### config.mk
export PLATFORM = sky130hd
export DESIGN_NAME = if_prefetch_queue
export DESIGN_NICKNAME = d
export VERILOG_FILES = /design/src/rtl/if_prefetch_queue_pkg.sv /design/src/rtl/if_prefetch_queue_sync_fifo.sv /design/src/rtl/if_prefetch_queue.sv
export SDC_FILE = /design/constraint.sdc
export NUM_CORES = 1
export LEC_CHECK = 0
export CAP_MARGIN = 20
export CELL_PAD_IN_SITES_DETAIL_PLACEMENT = 0
export CELL_PAD_IN_SITES_GLOBAL_PLACEMENT = 1
export CORE_AREA = 5 5 180 182
export CTS_CLUSTER_DIAMETER = 40
export DETAILED_ROUTE_END_ITERATION = 10
export DIE_AREA = 0 0 185 187
export GPL_TIMING_DRIVEN = 0
export HOLD_SLACK_MARGIN = 0.05
export PLACE_DENSITY = 0.75
export SYNTH_ARGS = -nofsm -noshare
export SYNTH_HDL_FRONTEND = slang
export SYNTH_SLANG_ARGS = --single-unit
export TNS_END_PERCENT = 10
### constraint.sdc
create_clock -name clk -period 3.4 [get_ports clk]
set_input_delay 0.68 -clock clk [delete_from_list [all_inputs] [get_ports clk]]
set_output_delay 0.68 -clock clk [all_outputs]
set_load 0.02 [all_outputs]
### src/rtl/if_prefetch_queue_pkg.sv
// Shared types for the instruction prefetch queue.
package if_pkg;

  typedef struct packed {
    logic [31:0] pc;
    logic [31:0] instr;
  } fetch_entry_t;

  typedef enum logic [1:0] {BOOT, RUN, DRAIN} pf_state_t;

  localparam logic [31:0] RESET_PC_DEFAULT = 32'h0000_0000;

endpackage

### src/rtl/if_prefetch_queue_sync_fifo.sv
// Power-of-two synchronous FIFO with flush; reads as zero while empty.
module sync_fifo #(
  parameter int WIDTH = 64,
  parameter int DEPTH = 4,
  localparam int AW = $clog2(DEPTH),
  localparam int CW = AW + 1
) (
  input  logic             clk,
  input  logic             rst,
  input  logic             push,
  input  logic             pop,
  input  logic             flush,
  input  logic [WIDTH-1:0] din,
  output logic [WIDTH-1:0] dout,
  output logic             full,
  output logic             empty,
  output logic [CW-1:0]    count
);

  logic [WIDTH-1:0] mem [DEPTH];
  logic [AW-1:0]    rd, wr;
  logic             do_push, do_pop;

  assign full    = (count == CW'(DEPTH));
  assign empty   = (count == '0);
  assign do_pop  = pop && !empty;
  assign do_push = push && (!full || do_pop);
  assign dout    = empty ? '0 : mem[rd];

  always_ff @(posedge clk) begin
    if (!rst || flush) begin
      rd    <= '0;
      wr    <= '0;
      count <= '0;
    end else begin
      if (do_push) wr <= wr + AW'(1);
      if (do_pop)  rd <= rd + AW'(1);
      case ({do_push, do_pop})
        2'b10:   count <= count + CW'(1);
        2'b01:   count <= count - CW'(1);
        default: count <= count;
      endcase
    end
  end

  // Storage carries no reset; empty gating keeps stale words invisible.
  always_ff @(posedge clk) begin
    if (rst && !flush && do_push) mem[wr] <= din;
  end

endmodule

### src/rtl/if_prefetch_queue.sv
// Sequential instruction prefetcher: credit-limited SRAM fetch, FIFO of {pc, instr}, redirect flush.
module if_prefetch_queue
  import if_pkg::*;
#(
  parameter int          DEPTH    = 4,
  parameter int          MAX_OUT  = 2,
  parameter logic [31:0] RESET_PC = RESET_PC_DEFAULT
) (
  input  logic        clk,
  input  logic        rst,
  output logic        f_valid,
  input  logic        f_ready,
  output logic [31:0] f_pc,
  output logic [31:0] f_instr,
  input  logic        redirect,
  input  logic [31:0] redirect_pc,
  output logic        mem_req,
  output logic [13:0] mem_addr,
  input  logic        mem_gnt,
  input  logic        mem_rvalid,
  input  logic [31:0] mem_rdata
);

  localparam int CW = $clog2(DEPTH) + 1;
  localparam int OW = $clog2(MAX_OUT) + 1;

  pf_state_t    state, state_nxt;
  logic [31:0]  fetch_pc, resp_pc, target;
  logic [OW-1:0] outstanding, out_nxt, discard, disc_nxt;
  logic [CW-1:0] count;
  logic         full, empty, push, pop, accept;
  fetch_entry_t head, entry;

  assign target   = redirect_pc & 32'hFFFF_FFFC;
  assign mem_addr = fetch_pc[15:2];
  // Queue slots are reserved at request time so a returning word always fits.
  assign mem_req  = (state != BOOT) && !redirect
                 && (32'(count) + 32'(outstanding) < 32'(DEPTH))
                 && (32'(outstanding) < 32'(MAX_OUT));
  assign accept   = mem_req && mem_gnt;
  assign push     = mem_rvalid && (discard == '0) && !redirect;
  assign pop      = f_valid && f_ready && !redirect;
  assign out_nxt  = outstanding + OW'(accept) - OW'(mem_rvalid);
  assign entry    = '{pc: resp_pc, instr: mem_rdata};

  assign f_valid  = !empty;
  assign f_pc     = head.pc;
  assign f_instr  = head.instr;

  always_comb begin
    disc_nxt  = discard;
    state_nxt = state;
    if (redirect)
      disc_nxt = out_nxt;
    else if (mem_rvalid && discard != '0)
      disc_nxt = discard - OW'(1);
    case (state)
      BOOT:    state_nxt = RUN;
      DRAIN:   if (disc_nxt == '0) state_nxt = RUN;
      default: state_nxt = state;
    endcase
    if (redirect) state_nxt = (disc_nxt != '0) ? DRAIN : RUN;
  end

  always_ff @(posedge clk) begin
    if (!rst) begin
      state       <= BOOT;
      fetch_pc    <= RESET_PC;
      resp_pc     <= RESET_PC;
      outstanding <= '0;
      discard     <= '0;
    end else begin
      state       <= state_nxt;
      outstanding <= out_nxt;
      discard     <= disc_nxt;
      if (redirect) begin
        fetch_pc <= target;
        resp_pc  <= target;
      end else begin
        if (accept) fetch_pc <= fetch_pc + 32'd4;
        if (push)   resp_pc  <= resp_pc + 32'd4;
      end
    end
  end

  sync_fifo #(.WIDTH($bits(fetch_entry_t)), .DEPTH(DEPTH)) u_fifo (
    .clk   (clk),
    .rst   (rst),
    .push  (push),
    .pop   (pop),
    .flush (redirect),
    .din   (entry),
    .dout  (head),
    .full  (full),
    .empty (empty),
    .count (count)
  );

  a_no_overflow: assert property (@(posedge clk) disable iff (!rst)
    !(push && full && !pop));

endmodule

* Word-level counts from Yosys, hierarchy flattened
Memories as Yosys holds them, arrays and structs flattened. A register that Yosys moved wholly into a read port is not among the register bits.
Index checks and enable logic that the tools add are counted.
** Storage, ports and cells
- Memories :: 1
- Bits in writable memories :: 256
- Output and inout port bits :: 80
- Word-level logic and storage cells :: 77
- Bits in registers :: 77
** Cells by class
- Reductions and logical operators :: 32
- Multiplexer cells :: 16
- $lt $le $gt $ge :: 2
- Bitwise gates (word level) :: 1
- Equality and inequality tests :: 5
- Add/subtract/negate cells :: 10
** Memory list
- u_fifo.mem :: depth 4, bits a word 64, rd ports 1, clocked after Yosys merged registers in 1, write ports 1, line if_prefetch_queue_sync_fifo.sv:20 : logic [WIDTH-1:0] mem [DEPTH];
** Operator list (count)
- 32-bit two-way mux :: 4
- 32-bit by 3-bit adder with 32-bit output (second input constant) :: 2
- 64-bit two-way mux :: 1
- 2-bit two-way mux :: 7
- 1-bit logical AND :: 13
- 2-bit nonzero test :: 6
- 2-bit logical NOT :: 3
- 3-bit one-hot mux with 2 select lines :: 1
- 2-bit by 1-bit adder with 2-bit output (second input constant) :: 2
- 3-bit by 2-bit adder with 4-bit output :: 1
- 2-bit == test (second input constant) :: 2
- 1-bit logical NOT :: 4
- 4-bit by 3-bit < comparator with 1-bit output (second input constant) :: 1
- 2-bit one-hot mux with 2 select lines :: 1
- 3-bit by 1-bit adder with 3-bit output (second input constant) :: 1
- 3-bit == test (second input constant) :: 1
- 3-bit logical NOT :: 1
- 3-bit != test (second input constant) :: 1
- 3-bit nonzero test :: 1
- 3-bit by 1-bit subtractor with 3-bit output (second input constant) :: 1
- 2-bit by 1-bit adder with 2-bit output :: 1
- 2-bit by 1-bit == test with 1-bit output (second input constant) :: 1
- 1-bit logical OR :: 2
- 2-bit < comparator (second input constant) :: 1
- 6 further kinds :: 7

* Longest topological paths before layout
Gate-level depths: netlist of run 1.
- Depth in word-level cells :: 12
- Depth in mapped cells :: 12
- Mapped depth without buffers :: 11

* By module
From an unflattened synthesis of run 1, not the netlist that was laid out.
** Second synthesis, totals
- Cell total of the unflattened synthesis :: 853
- Area total of the unflattened synthesis :: 13274.0 µm²
** Modules (own cells, without submodules)
- sync_fifo :: area an instance 10263.6 µm², sequential area each 7867.5 µm², instances 1, cells an instance 473
- if_prefetch_queue :: area an instance 3010.4 µm², sequential area each 1001.0 µm², instances 1, cells an instance 380

* Worst setup path before layout of run 1
No wires, ideal clock.
- Kind :: in2reg
- Start :: input mem_rvalid
- End :: memory u_fifo.mem[0][0], enable pin
- Setup time :: 0.427 ns
- Data arrival time :: 2.970 ns
- Slack :: 0.003 ns
- Path buffers :: 1
- Cell stages on the path :: 4
- Cells stage by stage :: nand2_1 clkbuf_1 nor3_1 and3_1
** Between the ends
- Word-level cells in the longest chain between the ends :: 6
** RTL lines
- from (decl) :: line if_prefetch_queue.sv:20 : input logic mem_rvalid,
- 1-bit logical AND (2 in a row) :: line if_prefetch_queue.sv:41 : assign push = mem_rvalid && (discard == '0) && !redirect;
- 1-bit logical AND :: line if_prefetch_queue_sync_fifo.sv:27 : assign do_push = push && (!full || do_pop);
- 1-bit logical AND :: line if_prefetch_queue_sync_fifo.sv:48 : if (rst && !flush && do_push) mem[wr] <= din;
- 1-bit two-way mux :: line if_prefetch_queue_sync_fifo.sv:48
- 1-bit two-way mux (not written as such) :: line if_prefetch_queue_sync_fifo.sv:48
- to (decl) :: line if_prefetch_queue_sync_fifo.sv:20
Every way passes these cells.

==> insert_results.sql, run 1 <==
INSERT INTO impl_metrics (metric_group, metric, value, unit) VALUES
('status', 'outcome', 'completed', ''),
('routing', 'avgRoutedWirePerCell', '20.64', 'microns'),
('global_route', 'grtUsageMet3', '0.03617', ''),
('global_route', 'overflow', '0', ''),
('run', 'drv_cap', '0', ''),
('worst_setup_path', 'required', '2.72', 'ns'),
('timing', 'setup_viol_count_final', '0', ''),
('global_route', 'grt.total_usage', '0.1687', ''),
('timing', 'timing.slew.headroom', '0.4872', ''),
('final_layout', 'final_core_util', '0.5350', ''),
('worst_setup_path', 'start_kind', 'flip-flop', ''),
('floorplanning', 'rows', '64', ''),
('final_layout', 'area_growth', '28.08', '%'),
('clock_network', 'post_cts_hold_buffer_count', '0', ''),
('clock_network', 'cts.clk_slew.worst_paths', '0.06', 'ns'),
('final_layout', 'non_filler_cell_area_final', '16280', 'sq um'),
('synth', 'ys_dominant_reg_cell', 'edfxtp_1', ''),
('synth', 'asyncSetResetFlopFracSynth', '0', ''),
('min_path', 'worst_hold_path_type', 'reg2reg', ''),
('worst_setup_path', 'critPathKind', 'reg2out', ''),
('power', 'p_seq_frac', '0.446', ''),
('timing', 'timing.final.max_slew_violations', '0', ''),
('clock_network', 'cts_inserted_buffers', '42', ''),
('timing', 'worst_clock_skew', '0.006754', 'ns'),
('timing', 'period_minus_slack', '3.280', 'ns'),
('final_layout', 'num-fill-cells', '2535', ''),
('global_route', 'first_pass_grt_wire_length', '45760', 'microns'),
('floorplanning', 'core_area', '30430', 'sq um'),
('timing', 'max_freq', '304.9', 'MHz'),
('floorplanning', 'ios', '150', ''),
('routing', 'vias', '7757', ''),
('synth', 'synthMostInstantiatedCell', 'edfxtp_1', ''),
('synth', 'netlist_top_cells_count', '248 x edfxtp_1, 68 x and2_1, 62 x mux4_2', ''),
('clock_network', 'clock-sinks', '307', ''),
('floorplanning', 'dieHeight', '187', 'microns'),
('placement', 'placedInstanceArea', '14780', 'sq um'),
('global_route', 'global_route.peak_usage_layer', 'met2', ''),
('routing', 'drt-initial-drc-count', '638', ''),
('global_route', 'routing_usage_on_met2', '0.2753', ''),
('timing', 'finalHoldWorstSlack', '0.5059', 'ns'),
('global_route', 'groute.layer.met1.usage', '0.2330', ''),
('synth', 'library_cell_with_the_largest_summed_area_after_synthesis', 'edfxtp_1', ''),
('global_route', 'grt_max_degree', '58', ''),
('synth', 'synth-seq-cells', '307', ''),
('routing', 'drt-pass1-iter-count', '5', ''),
('placement', 'dp_hpwl', '19020', 'microns'),
('routing', 'post-route-drc-count', '0', ''),
('synth', 'ys_top_cells_by_area', 'edfxtp_1 59%, mux4_2 11%, dfxtp_1 9.3%, and2_1 3.3%, o21ai_0 1.4%', ''),
('synth', 'synthDistinctLibCells', '57', ''),
('power', 'netSwitchingFraction', '0.2299', ''),
('power', 'internal_power', '7426', 'uW'),
('synth', 'seq_area_frac_synth', '0.6789', ''),
('clock_network', 'insertion_delay', '0.52', 'ns'),
('floorplanning', 'area_enclosed_by_the_die_boundary', '34600', 'sq um'),
('final_layout', 'nets', '1073', ''),
('synth', 'syn-cell-area', '12710', 'sq um'),
('synth', 'synth-warning-count', '0', ''),
('synth', 'post_synth.cell_area_avg', '15.85', 'sq um'),
('timing', 'report.final.hold_viol_count', '0', ''),
('synth', 'synth_largest_type_area_fraction', '0.5859', ''),
('routing', 'postRouteAntennaNets', '0', ''),
('timing', 'grt_setup_unrepaired', 'true', ''),
('clock_network', 'h-tree-depth', '2', ''),
('placement', 'io_buffers', '144', ''),
('global_route', 'grt_antenna_before_repair', '1', ''),
('power', 'clock_power_share', '0.465', ''),
('worst_setup_path', 'crit_path_max_fanout', '10', ''),
('floorplanning', 'initial_cell_density_of_the_core', '0.4177', ''),
('floorplanning', 'die_width', '185', 'microns'),
('routing', 'routed_wirelength', '29360', 'microns'),
('power', 'peak_supply_drop', '0.0003909', 'V');
state kept, by name, indices dropped and copies added, names as in the netlist, named ones only:
name and cells:
u_fifo.count 3, resp_pc 30, u_fifo.mem 248, u_fifo.rd 2, fetch_pc 14, state 2, outstanding 2, discard 2
u_fifo.wr 2
layout make-up:
| cell class | count | area [sq um] | share of cell area |
|---|---|---|---|
| Buffer | 44 | 221.5 | 0.01360 |
| Clock buffer | 50 | 1155 | 0.07095 |
| Clock inverter | 28 | 319.1 | 0.01960 |
| Inverter | 19 | 71.32 | 0.004381 |
| Multi-Input combinational cell | 430 | 3831 | 0.2354 |
| Sequential cell | 307 | 8631 | 0.5302 |
| Tap cell | 396 | 495.5 | 0.03044 |
| Timing Repair Buffer | 148 | 1554 | 0.09547 |
per-layer routing:
metal  vias to the layer above  routed length [microns]
li1                       3576                        -
met1                      3850                    12610
met2                       278                    14150
met3                        51                     2053
met4                         2                      528
met5                         -                       13
power groups by stage:
stage	Clock, uW	Sequential (uW)	Combinational, uW
2_1_floorplan	0	4350	465
3_3_place_gp	0	4380	853
3_5_place_dp	0	4380	869
4_1_cts	4580	4300	872
5_1_grt	4750	4320	940
6_report	4480	4300	860
repair_timing:
action,4_1_cts,5_1_grt
resized for setup,15,6
pin swaps,0,0
gates cloned,0,0
setup endpoints to repair,61,47
endpoints found under the hold margin,0,0
per-stage QoR:
step	power, uW	TNS [ns]
after global placement	5229	-551.61
after floorplan	4819	0
after CTS	9753	0
after detailed placement	5245	-41.80
after global routing	10000	-0.04804
final	9642	0
cells by family after synthesis:
family	synth area share
AOI/OAI and AO/OA	0.05493
xor gates and xnor gates	0.01103
adders and majority gates	0.01142
buffers and inverters	0.02195
DFF	0.6789
muxes	0.1147
other	0.0002951
and+or+nand+nor	0.1068
placed cells by master (no fill, tap or decap), types with 21 or more instances in the layout:
cell type,netlist,routed
clkdlybuf4s50_1,0,143
nand2_1,29,29
o21ai_0,35,35
a21oi_1,21,21
clkbuf_16,0,45
and2_1,68,68
dfxtp_1,59,57
mux4_2,62,62
clkbuf_1,35,29
edfxtp_1,248,248
path summary, 6_finish.rpt:
| path | startpoint | end | slack, ns | depth (start not counted) |
|---|---|---|---|---|
| max reg2reg | u_fifo.count[1] | state[0] | 0.42 | 12 |
| min | state[0] | state[1] | 0.51 | 2 |
| max | flip-flop | f_pc[25] | 0.12 | 4 |
| min reg2reg | state[0] | state[1] | 0.51 | 2 |
critical path, cell delays in order (launching register included):
cell             delay [ns]
dfxtp_2                0.50
buf_4                  0.30
mux4_2                 0.51
and2_1                 0.18
clkdlybuf4s50_1        0.57
Note: power is estimated with default switching activity, not from simulation.
==> inputs of run 2 (changes only) <==
Settings changed: ABC_CLOCK_PERIOD_IN_PS from default to 3400, CTS_CLUSTER_DIAMETER 40 to 80, PLACE_DENSITY 0.75 to default, PLACE_DENSITY_LB_ADDON from default to 0.1.
==> insert_results.sql, run 2 (synthesized netlist as in run 1, its figures left out) <==
INSERT INTO impl_metrics (metric_group, metric, value, unit) VALUES
('final_layout', 'nets', '1062', ''),
('min_path', 'min_from', 'state[0]', ''),
('final_layout', 'num-fill-cells', '2583', ''),
('placement', 'placed_cells', '1347', ''),
('routing', 'drt-pass1-iter-count', '5', ''),
('worst_setup_path', 'worst_r2r_startpoint', 'u_fifo.count[1]', ''),
('final_layout', 'area_growth', '23.74', '%'),
('floorplanning', 'die_width', '185', 'microns'),
('clock_network', 'cts.clk_slew.worst_paths', '0.07', 'ns'),
('timing', 'worst_pin_slew', '0.7200', 'ns'),
('final_layout', 'largest_register_ffs', '248', ''),
('final_layout', 'drive_above_1_share', '0.1414', ''),
('final_layout', 'antenna-diode-count', '0', ''),
('timing', 'max_freq', '307.1', 'MHz'),
('power', 'peak_supply_drop', '0.0004783', 'V'),
('routing', 'vias', '7441', ''),
('floorplanning', 'ios', '150', ''),
('power', 'p_per_area', '523.3', 'nW/um^2'),
('worst_setup_path', 'element_type_at_the_critical_path_end', 'primary output', ''),
('worst_setup_path', 'crit_path_max_fanout', '10', ''),
('clock_network', 'root_buffer', 'clkbuf_16', ''),
('timing', 'report.final.hold_viol_count', '0', ''),
('routing', 'postRouteAntennaNets', '0', ''),
('timing', 'timing.final.max_slew_violations', '0', ''),
('worst_setup_path', 'start_kind', 'flip-flop', ''),
('global_route', 'grt_max_degree', '54', ''),
('min_path', 'worst_hold_path.endpoint', 'state[1]', ''),
('timing', 'period_minus_slack', '3.256', 'ns'),
('clock_network', 'max-clock-path-buffers', '3', ''),
('clock_network', 'clock-sinks', '307', ''),
('timing', 'setup_viol_count_final', '0', ''),
('worst_setup_path', 'rrSetupSlack', '0.42', 'ns'),
('worst_setup_path', 'timing.critical_path.arrival', '2.58', 'ns'),
('placement', 'placedInstanceArea', '14780', 'sq um'),
('worst_setup_path', 'critPathKind', 'reg2out', ''),
('worst_setup_path', 'worst_path_max_delay_cell', 'clkdlybuf4s50_1', ''),
('clock_network', 'tritoncts', 'done', ''),
('worst_setup_path', 'required', '2.72', 'ns'),
('status', 'outcome', 'completed', ''),
('timing', 'worst_clock_skew', '0.02377', 'ns'),
('clock_network', 'cts_inserted_buffers', '31', ''),
('timing', 'timing.slew.headroom', '0.5200', ''),
('final_layout', 'mostFrequentLayoutCells', '248 x edfxtp_1, 143 x clkdlybuf4s50_1, 68 x and2_1, 62 x mux4_2, 57 x dfxtp_1', ''),
('final_layout', 'final_cells', '1400', ''),
('routing', 'post-route-drc-count', '0', ''),
('placement', 'io_buffers', '144', ''),
('floorplanning', 'core_area', '30430', 'sq um'),
('final_layout', 'top_register', 'u_fifo.mem', ''),
('placement', 'finalWeightedCongestion', '0.7904', ''),
('floorplanning', 'area_enclosed_by_the_die_boundary', '34600', 'sq um'),
('min_path', 'hold-path-cell-count', '2', ''),
('final_layout', 'non_filler_cell_area_final', '15730', 'sq um'),
('run', 'drv_cap', '0', ''),
('final_layout', 'reg.largest.list', 'u_fifo.mem (248), resp_pc (30), fetch_pc (14)', ''),
('floorplanning', 'initial_cell_density_of_the_core', '0.4177', ''),
('worst_setup_path', 'reg2reg_depth', '12', ''),
('timing', 'grt_setup_unrepaired', 'false', ''),
('worst_setup_path', 'worst_r2r_endpoint', 'state[0]', ''),
('global_route', 'first_pass_grt_wire_length', '45420', 'microns'),
('worst_setup_path', 'timing.critical_path.buf_inv', '2', ''),
('clock_network', 'insertion_delay', '0.55', 'ns'),
('final_layout', 'layout_commonest_cell', 'edfxtp_1', ''),
('global_route', 'overflow', '0', ''),
('placement', 'dp_slack', '-0.4818', 'ns'),
('floorplanning', 'rows', '64', ''),
('clock_network', 'h-tree-depth', '1', ''),
('global_route', 'grt_pass1_vias', '7742', ''),
('worst_setup_path', 'crit_family', 'buffers and inverters', ''),
('clock_network', 'post_cts_hold_buffer_count', '0', ''),
('timing', 'finalCritPeriodShare', '0.9577', ''),
('timing', 'setup_slack', '0.1439', 'ns'),
('routing', 'routed_wirelength', '29240', 'microns'),
('routing', 'via_per_inst', '5.315', ''),
('global_route', 'grt_antenna_before_repair', '2', ''),
('min_path', 'worst_hold_path_type', 'reg2reg', ''),
('worst_setup_path', 'cp_cell_sequence', 'clkbuf_2, mux4_2, and2_1, clkdlybuf4s50_1', ''),
('floorplanning', 'dieHeight', '187', 'microns'),
('global_route', 'grt.total_usage', '0.1676', ''),
('routing', 'drt-initial-drc-count', '417', ''),
('worst_setup_path', 'critPathMaxStageDelay', '0.53', 'ns'),
('placement', 'dp_hpwl', '19420', 'microns'),
('routing', 'avgRoutedWirePerCell', '20.88', 'microns'),
('power', 'static-leakage-power', '0.005025', 'uW');
==> run 2: worst max path at each step <==
stage                     startpoint                end  slack [ns]  depth (start not counted)
after global placement    mem_rvalid  u_fifo.mem[0][23]       -2.57                          5
after CTS                  flip-flop           f_pc[21]       -0.01                          4
after detailed placement  mem_rvalid  u_fifo.mem[2][23]       -0.48                          6
after floorplan           mem_rvalid   u_fifo.mem[0][0]       0.003                          4
final                      flip-flop           f_pc[11]        0.14                          4
after global routing       flip-flop           f_pc[24]        0.02                          4
==> run 2: what timing repair did <==
| item | CTS | global route |
|---|---|---|
| resized for setup | 17 | 7 |
| setup endpoints to repair | 63 | 189 |
| pin swaps | 0 | 0 |
| setup buffers | 0 | 0 |
==> run 2: metrics by stage <==
stage	total power (uW)	util	setup TNS (ns)	hold WS [ns]
4_1_cts	8326	0.5164	-0.01610	0.4968
3_5_place_dp	5244	0.4857	-93.12	0.4851
2_1_floorplan	4819	-	0	0.4626
3_3_place_gp	5237	0.4815	-628.65	0.4869
6_report	8230	0.5169	0	0.4918
5_1_grt	8580	0.5169	0	0.5350
==> run 2: area by class of cell <==
cell class / count / area (sq um) / share of cell area
buffer: 44 / 224.0 / 0.01424
clock buffer: 40 / 809.5 / 0.05147
clock inverter: 16 / 101.3 / 0.006444
inverter: 19 / 73.82 / 0.004694
multi-input combinational: 430 / 3836 / 0.2439
sequential: 307 / 8633 / 0.5489
tap: 396 / 495.5 / 0.03150
timing repair buffer: 148 / 1554 / 0.09881
==> run 2: metal layers <==
layer | wire, microns | GRT usage | part of all wire
met4 | 387 | 0.03106 | 0.013
met1 | 12710 | 0.2288 | 0.43
met5 | 20 | 0 | 0.00068
met2 | 14500 | 0.2856 | 0.50
met3 | 1625 | 0.02956 | 0.056
==> run 2: where the power goes <==
group,switching [uW],total (uW),internal (uW)
clock network,1340,3080,1740
registers,111,4300,4190
logic,457,855,398
total,1900,8230,6330
==> run 2: worst register-to-register path, cell delays in order (launching register included) <==
cell and delay, ns:
dfxtp_1 0.36, ha_1 0.20, or4_4 0.53, nor3_4 0.28
inv_2 0.12, buf_6 0.17, ha_1 0.27, inv_1 0.04
ha_1 0.17, xnor2_1 0.17, xnor2_1 0.16, mux2i_1 0.14
a31o_2 0.26
